[src/rtl/freq_disp_scan.sv]
// -----------------------------------------------------------------------------
// freq_disp_scan
//   Multiplexed 8-digit, 7-segment scanner for a frequency meter display.
//   Digits 0-3 show the measured ("real") value and digits 4-7 show the
//   theoretical value, each as four BCD digits from thousands down to ones.
//   Each digit is preceded by an all-off blank period that suppresses ghosting.
//   A whole frame is decoded from one 32-bit snapshot, so the displayed value
//   never tears when the input changes mid-frame.
//
// Parameters
//   DWELL       clk cycles each digit is lit (>= 1)
//   BLANK_CYC   all-off clk cycles before each digit (>= 1)
//
// Ports
//   clk          display clock, rising edge
//   rst_n        asynchronous active-low reset
//   freq_data    8 BCD nibbles, [31:16] real thou..one, [15:0] theo thou..one
//   hold         high at the frame boundary keeps the previous snapshot
//   seg_sel      active-low one-hot digit enable (bit i low lights digit i)
//   seg_code     active-low segments {dp,g,f,e,d,c,b,a}
//   frame_start  one-cycle pulse following every snapshot load
// -----------------------------------------------------------------------------
module freq_disp_scan #(
  parameter int DWELL     = 10,
  parameter int BLANK_CYC = 1
) (
  input  logic        clk,
  input  logic        rst_n,
  input  logic [31:0] freq_data,
  input  logic        hold,
  output logic [7:0]  seg_sel,
  output logic [7:0]  seg_code,
  output logic        frame_start
);

  // Counter only has to reach max(DWELL, BLANK_CYC) - 1.
  localparam int MAXC = (DWELL > BLANK_CYC) ? DWELL : BLANK_CYC;
  localparam int CW   = (MAXC > 1) ? $clog2(MAXC) : 1;

  localparam logic [CW-1:0] DWELL_LAST = CW'(DWELL - 1);
  localparam logic [CW-1:0] BLANK_LAST = CW'(BLANK_CYC - 1);

  typedef enum logic {
    ST_BLANK = 1'b0,
    ST_SHOW  = 1'b1
  } state_t;

  state_t          r_state;
  logic [2:0]      r_idx;
  logic [CW-1:0]   r_cnt;
  logic [31:0]     r_snap;
  logic [7:0]      r_sel;
  logic [7:0]      r_code;
  logic            r_frame_start;

  state_t          w_state_nxt;
  logic [2:0]      w_idx_nxt;
  logic [CW-1:0]   w_cnt_nxt;
  logic [7:0]      w_sel_nxt;
  logic [7:0]      w_code_nxt;
  logic            w_load;
  logic [31:0]     w_snap_eff;

  // BCD nibble to active-low segments; A-F show a dash (segment g only).
  function automatic logic [7:0] seg_decode(input logic [3:0] nib);
    logic [7:0] code;
    case (nib)
      4'd0:    code = 8'hC0;
      4'd1:    code = 8'hF9;
      4'd2:    code = 8'hA4;
      4'd3:    code = 8'hB0;
      4'd4:    code = 8'h99;
      4'd5:    code = 8'h92;
      4'd6:    code = 8'h82;
      4'd7:    code = 8'hF8;
      4'd8:    code = 8'h80;
      4'd9:    code = 8'h90;
      default: code = 8'hBF;
    endcase
    return code;
  endfunction

  // Final segment code for digit idx of a snapshot, including leading-zero
  // blanking within its group of four and the decimal point on digit 3.
  // Any non-zero nibble (dashes included) stops blanking.
  function automatic logic [7:0] digit_code(input logic [31:0] snap,
                                            input logic [2:0]  idx);
    logic [15:0] grp;
    logic [3:0]  nib;
    logic        blank;
    logic [7:0]  code;
    grp = idx[2] ? snap[15:0] : snap[31:16];
    case (idx[1:0])
      2'd0: begin
        nib   = grp[15:12];
        blank = (grp[15:12] == 4'd0);
      end
      2'd1: begin
        nib   = grp[11:8];
        blank = (grp[15:8] == 8'd0);
      end
      2'd2: begin
        nib   = grp[7:4];
        blank = (grp[15:4] == 12'd0);
      end
      default: begin
        nib   = grp[3:0];
        blank = 1'b0;
      end
    endcase
    if (blank) begin
      code = 8'hFF;
    end else begin
      code = seg_decode(nib);
    end
    if (idx == 3'd3) begin
      code[7] = 1'b0;
    end else begin
      code[7] = 1'b1;
    end
    return code;
  endfunction

  // Snapshot load condition: very first blank cycle of digit 0, hold low.
  // With BLANK_CYC == 1 this is also the edge that lights digit 0, so the
  // decoder looks through the load mux at the value being captured.
  always_comb begin
    w_load     = (r_state == ST_BLANK) && (r_idx == 3'd0) &&
                 (r_cnt == '0) && !hold;
    w_snap_eff = w_load ? freq_data : r_snap;
  end

  // Next-state and registered-output values for the BLANK/SHOW scan FSM.
  always_comb begin
    w_state_nxt = r_state;
    w_idx_nxt   = r_idx;
    w_cnt_nxt   = r_cnt + CW'(1);
    w_sel_nxt   = r_sel;
    w_code_nxt  = r_code;
    case (r_state)
      ST_BLANK: begin
        if (r_cnt == BLANK_LAST) begin
          w_state_nxt = ST_SHOW;
          w_cnt_nxt   = '0;
          w_sel_nxt   = ~(8'h01 << r_idx);
          w_code_nxt  = digit_code(w_snap_eff, r_idx);
        end else begin
          w_state_nxt = ST_BLANK;
        end
      end
      ST_SHOW: begin
        if (r_cnt == DWELL_LAST) begin
          w_state_nxt = ST_BLANK;
          w_idx_nxt   = r_idx + 3'd1;
          w_cnt_nxt   = '0;
          w_sel_nxt   = 8'hFF;
          w_code_nxt  = 8'hFF;
        end else begin
          w_state_nxt = ST_SHOW;
        end
      end
      default: begin
        w_state_nxt = ST_BLANK;
        w_idx_nxt   = 3'd0;
        w_cnt_nxt   = '0;
        w_sel_nxt   = 8'hFF;
        w_code_nxt  = 8'hFF;
      end
    endcase
  end

  // FSM state, counters and registered display outputs.
  always_ff @(posedge clk or negedge rst_n) begin
    if (!rst_n) begin
      r_state <= ST_BLANK;
      r_idx   <= 3'd0;
      r_cnt   <= '0;
      r_sel   <= 8'hFF;
      r_code  <= 8'hFF;
    end else begin
      r_state <= w_state_nxt;
      r_idx   <= w_idx_nxt;
      r_cnt   <= w_cnt_nxt;
      r_sel   <= w_sel_nxt;
      r_code  <= w_code_nxt;
    end
  end

  // Snapshot register and the frame_start pulse that follows each load.
  always_ff @(posedge clk or negedge rst_n) begin
    if (!rst_n) begin
      r_snap        <= 32'h0000_0000;
      r_frame_start <= 1'b0;
    end else begin
      r_snap        <= w_snap_eff;
      r_frame_start <= w_load;
    end
  end

  assign seg_sel     = r_sel;
  assign seg_code    = r_code;
  assign frame_start = r_frame_start;

endmodule

[config.mk]
export PLATFORM = sky130hd
export DESIGN_NAME = freq_disp_scan
export DESIGN_NICKNAME = d
export VERILOG_FILES = /design/src/rtl/freq_disp_scan.sv
export SDC_FILE = /design/constraint.sdc
export NUM_CORES = 1
export LEC_CHECK = 0
export ABC_AREA = 1
export CELL_PAD_IN_SITES_DETAIL_PLACEMENT = 0
export CELL_PAD_IN_SITES_GLOBAL_PLACEMENT = 2
export CORE_AREA = 2 2 101 103
export CTS_BUF_LIST = sky130_fd_sc_hd__clkbuf_8
export CTS_CLUSTER_SIZE = 16
export DETAILED_ROUTE_END_ITERATION = 7
export DIE_AREA = 0 0 103 105
export GPL_TIMING_DRIVEN = 1
export PLACE_DENSITY_LB_ADDON = 0.1
export SYNTH_ARGS = -nofsm -noshare
export SYNTH_HDL_FRONTEND = slang
export SYNTH_SLANG_ARGS = --single-unit
[constraint.sdc]
create_clock -name clk -period 3.2 [get_ports clk]
set_input_delay 0.64 -clock clk [delete_from_list [all_inputs] [get_ports clk]]
set_output_delay 0.64 -clock clk [all_outputs]
set_load 0.1 [all_outputs]
# == Yosys cells after proc, flatten, opt, wreduce, memory -nomap -nowiden ==
# Memory sizes are Yosys's and may differ from the RTL's.
# Cells that the tools add are included.
# op_classes
addsub,2
eq_ne,6
shifts,1
mux,21
n_bitwise,2
n_reduce_logical,12
# ops
operator,count
$mux W32,1
$pmux W8 S2,2
$mux W8,3
$mux W16,1
$mux W4,4
$logic_not A12 Y1,1
$pmux W4 S3,1
$logic_not A4 Y1,2
$logic_not A8 Y1,1
$not A8 Y8,1
$pmux W4 S2,1
$shl A1 B3 Y8 const A,1
$mux W7,1
$mux W1,5
$add A4 B1 Y4 const B,1
$eq A4 B4 Y1 const B,1
$ne A2 B1 Y1 const B,2
$reduce_and A2 Y1,2
$add A3 B1 Y3 const B,1
$eq A3 B2 Y1 const B,1
$logic_and A1 B1 Y1,3
$logic_not A3 Y1,1
$pmux W1 S3,1
$eq A2 B1 Y1 const B,1
5 further kinds,5
# word_totals
ff_bits,57
rom_bits,112
input_bits,35
out_inout_bits,17
elab_cells,52
memories,1
# memory_table
memory,depth,word_bits,rd,rd_clocked_by_memory_dff,write_ports,line_no,text
(no name shown),16,7,1,0,0,67,case (nib)

# == Depth between registers and ports, before layout ==
# depth
word_depth,13
depth_mapped,19
mapped_depth_nobuf,18

# == Least setup slack after synthesis ==
# No wires, ideal clock.
# synth_path
kind,register to register
from,reg r_idx[0]
to,"reg r_code[5], in the netlist seg_code[5]"
setup_ns,0.077
arrival_ns,2.395
required_ns,3.123
slack_ns,0.728
path_stages_with_launch,19
path_buffers,1
period_less_slack_ns,2.472
path_cell_list,dfrtp_1 > inv_1 > ha_1 > nand2_4 > nor2_4 > nand2_4 > buf_6 > nand2_1 > nand3_1 > nand3_1 > nand2_1 > o21ai_2 > inv_1 > ha_1 > nand3b_1 > nand3_1 > nand2_1 > nor2_1 > nor2_1
# synth_via
elab_chain_len,13
elab_cells_between_ends,22
classes_between,2 x eq/ne; 11 x mux; 8 x reduce/logical; 1 x memory
# synth_rtl
element,line_no,text
"start, declared",49,logic [2:0] r_idx;
"start signal, assigned",182,r_idx <= w_idx_nxt;
$logic_not A3 Y1,128,w_load = (r_state == ST_BLANK) && (r_idx == 3'd0) &&
$logic_and A1 B1 Y1 (2 in series),128,
$logic_and A1 B1 Y1,129,(r_cnt == '0) && !hold;
$mux W32,130,w_snap_eff = w_load ? freq_data : r_snap;
$mux W16,92,grp = idx[2] ? snap[15:0] : snap[31:16];
"$pmux W4 S3, or another cell as far along",93,case (idx[1:0])
$mux W4 / $pmux W1 S3 (equally long branches),"142, 93",
$mux W4 / $mux W1 (equally long branches),"140, 142",
$mem_v2 Z16 W7 / $mux W1 (equally long branches),--,
$mux W7 *,111,if (blank) begin
$mux W8 *,142,if (r_cnt == BLANK_LAST) begin
$pmux W8 S2 *,140,case (r_state)
"end signal, assigned",185,r_code <= w_code_nxt;
"end, declared",53,logic [7:0] r_code;
# Mark *: on every way between the ends. The rest lies on a longest branch, timed or not. The select of a mux whose other input is x is not followed.
# A chain may end at the register's enable or synchronous reset.

# == Worst setup path after layout ==
# Ends and elaborated chain as after synthesis.

==> impl_metrics.env <==
export IMPL_status="complete, no violations"
export IMPL_stdcell_count=562
export IMPL_num_nets_final=477
export IMPL_synth_cell_type_count=29
export IMPL_gr_total_overflow=0
export IMPL_num_rows=36
export IMPL_cts_tree="yes"
export IMPL_postSynthCellCount=371
export IMPL_synth_seq_cells=56
export IMPL_die_area_sq_um=10800
export IMPL_antenna_cells=0
export IMPL_power_leakage_nw=1.81
export IMPL_finalCritPeriodShare_pct=84.7
export IMPL_timing_critical_path_buf_inv=2
export IMPL_drt_pass1_iterations=5
export IMPL_required_ps=3460
export IMPL_max_stage_delay_ps=410
export IMPL_htreeDepth=2
export IMPL_hold_path_class="flip-flop to flip-flop"
export IMPL_cts_made_buffers=5
export IMPL_synthesis_nets=420
export IMPL_port_buffers=51
export IMPL_gp_congestion=0.699
export IMPL_cp_end_kind="flip-flop"
export IMPL_timing_hold_violations_final=0
export IMPL_critPathArrivalTime_ps=2970
export IMPL_cts_buffer_depth=2
export IMPL_min_path_cells=2
export IMPL_initial_core_util_pct=31.4
export IMPL_grt_pass1_vias=2520
export IMPL_wire_per_inst_um=13.5
export IMPL_yosysTopAreaCellShare_pct=33.9
export IMPL_routed_wirelength_um=7610
export IMPL_drtIter0Drc=81
export IMPL_die_height_um=105
export IMPL_dp_cells=554
export IMPL_powerDensity_nw_per_um2=375
export IMPL_skew_ps=8.76
export IMPL_fin_setup_tns_ps=0
export IMPL_route_vias_total=2513
export IMPL_core_area_sq_um=9640
export IMPL_groute_usage_overall_pct=15.1
export IMPL_antenna_found_initial=0
export IMPL_insertion_delay_ps=310
export IMPL_n_fill_cell=1077
export IMPL_worst_pin_slew_ps=1040
export IMPL_clk_pin_slew_worst_paths_ps=110
export IMPL_dp_hpwl_um=5470
export IMPL_drive_gt1_share_pct=18.2
export IMPL_ys_warn_count=0
export IMPL_clock_sinks=56
export IMPL_syn_area_per_cell_sq_um=8.15
export IMPL_ys_top_cells_by_area="dfrtp_1, nand2_1, dfstp_2, nand3_1, ha_1"
export IMPL_crit_family="simple AND/OR/NAND/NOR gates"
export IMPL_grt_start_max_net_pins=45
export IMPL_synth_largest_area_cell="dfrtp_1"
export IMPL_crit_cells=17
export IMPL_synth_cell_area_sq_um=3020
export IMPL_cts_root_buffer="clkbuf_8"
export IMPL_r2r_cells=17
export IMPL_cp_start_kind="flip-flop"
export IMPL_setup_viol=0
export IMPL_crit_chain="inv_1 > ha_1 > nand2_4 > nor2_4 > nand2_4 > nand2_1 > nand3_1 > nand3_1 > nand2_1 > o21ai_2 > inv_1 > ha_1 > nand3b_1 > nand3_1 > nand2_1 > nor2_1 > nor2_1"
export IMPL_die_w_um=103
export IMPL_routed_via_density=4.47
export IMPL_area_delta_synth_final_pct=24.2
export IMPL_critPathSlowestCell="dfrtp_1"
export IMPL_post_route_cell_area_sq_um=3750
export IMPL_ioPinCount=52
export IMPL_rsz0062_at_grt="no"
export IMPL_maxSlewViolCount=0
export IMPL_grt_first_pass_wirelength_um=12800
export IMPL_vdd_drop_max_mv=0.181
export IMPL_slew_headroom_pct=30.7
export IMPL_cap_viol_max_count=0
export IMPL_place_area_sq_um=3660
export IMPL_ant_nets=0
export IMPL_fmax_ghz=0.369
export IMPL_cts_resized=0
export IMPL_post_cts_setup_buffers=0
export IMPL_yosysSeqAreaShare_pct=47.0
export IMPL_post_route_min_period_ps=2710
export IMPL_drc=0
export IMPL_crit_path_max_fanout=26
export IMPL_cts_hold_buf=0
export IMPL_worst_setup_path_type="flip-flop to flip-flop"
[routing by layer]
layer  GRT usage [%]  up-vias  share of wire (%)
li1                -     1299                  -
met1            21.3     1181                 50
met2            24.7       31                 48
met3            1.81        2                2.4
met4            3.10        0               0.39
met5               0        -                  0
[synthesized netlist by cell type, drive strengths merged]
master  instances
a21oi           3
a31oi           4
a41oi           3
buf             9
clkbuf          3
clkinv          2
dfrtp          41
dfstp          15
ha             14
inv            17
nand2         147
nand3          53
nand3b          2
nand4           2
nor2           40
o21ai          11
o21bai          1
or2             1
xnor2           1
xor2            2
[state kept, by name, indices dropped and copies added, names as in the netlist]
register	cells
r_idx	3
frame_start	1
r_cnt	4
r_state	1
seg_sel	7
seg_code	8
r_snap	32
[where the power goes]
part / switching, mW / internal, mW
Sequential: 0.0113 / 0.747
Combinational: 0.155 / 0.0803
Clock: 0.242 / 0.174
Total: 0.408 / 1.00
[final cells by class]
type	count	area, sq um	share of cell area [%]
sequential	56	1420	37.8
clock buffer	6	82.6	2.20
multi-input combinational	284	1450	38.5
tap	133	166	4.43
timing repair buffer	62	558	14.9
inverter	19	71.3	1.90
clock inverter	2	10.0	0.267
[cells by family after synthesis]
kind of cell,after synthesis,share of synthesized area [%]
xor+xnor,3,0.869
fa+ha+maj,14,5.79
simple gates,245,36.5
flops,56,47.0
compound gates,22,4.64
buf+inv,31,5.22
[through the flow]
stage / power (mW) / hold slack, ps / setup WS (ps) / util (%)
4_1_cts: 1.44 / 480 / 407 / 38.9
5_1_grt: 1.49 / 500 / 86.8 / 38.9
3_5_place_dp: 1.01 / 453 / 168 / 38.0
3_3_place_gp: 1.01 / 449 / 179 / 38.0
2_1_floorplan: 0.919 / 344 / 728 / -
6_report: 1.41 / 473 / 489 / 38.9
[path summary, 6_finish.rpt]
| check | startpoint | to | slack, ps |
|---|---|---|---|
| min in group asynchronous | rst_n | r_snap[0] | 490 |
| setup / recovery | r_idx[0] | seg_code[5] | 490 |
| max in group asynchronous | rst_n | seg_code[7] | 1900 |
| hold / removal | r_snap[8] | r_snap[8] | 470 |
| hold reg to reg | r_snap[8] | r_snap[8] | 470 |
| setup reg to reg | r_idx[0] | seg_code[5] | 490 |
[cell usage in the layout, fill, tap and decap left out]
cell type,count
a21oi_1,3
a31oi_1,4
a41oi_1,3
buf_12,1
buf_2,1
buf_4,27
clkbuf_8,6
clkdlybuf4s50_1,33
clkinv_1,2
clkinv_2,2
dfrtp_1,41
dfstp_2,15
ha_1,14
inv_1,15
inv_2,2
nand2_1,137
nand2_2,6
nand2_4,4
nand3_1,48
nand3_2,5
nand3b_1,2
nand4_1,2
nor2_1,35
nor2_2,1
nor2_4,4
o21ai_0,8
o21ai_2,3
o21bai_1,1
or2_2,1
xnor2_1,1
xor2_1,2
[worst register-to-register path: stages, from the launching register on]
cell      delay [ps]
dfrtp_1          410
inv_1            120
ha_1             230
nand2_4           70
nor2_4           130
nand2_4          220
nand2_1          170
nand3_1           90
nand3_1          110
nand2_1           80
o21ai_2          250
inv_1            100
ha_1             180
nand3b_1         180
nand3_1          100
nand2_1           60
nor2_1           110
nor2_1            50
Power figures use the tool's default switching activity.
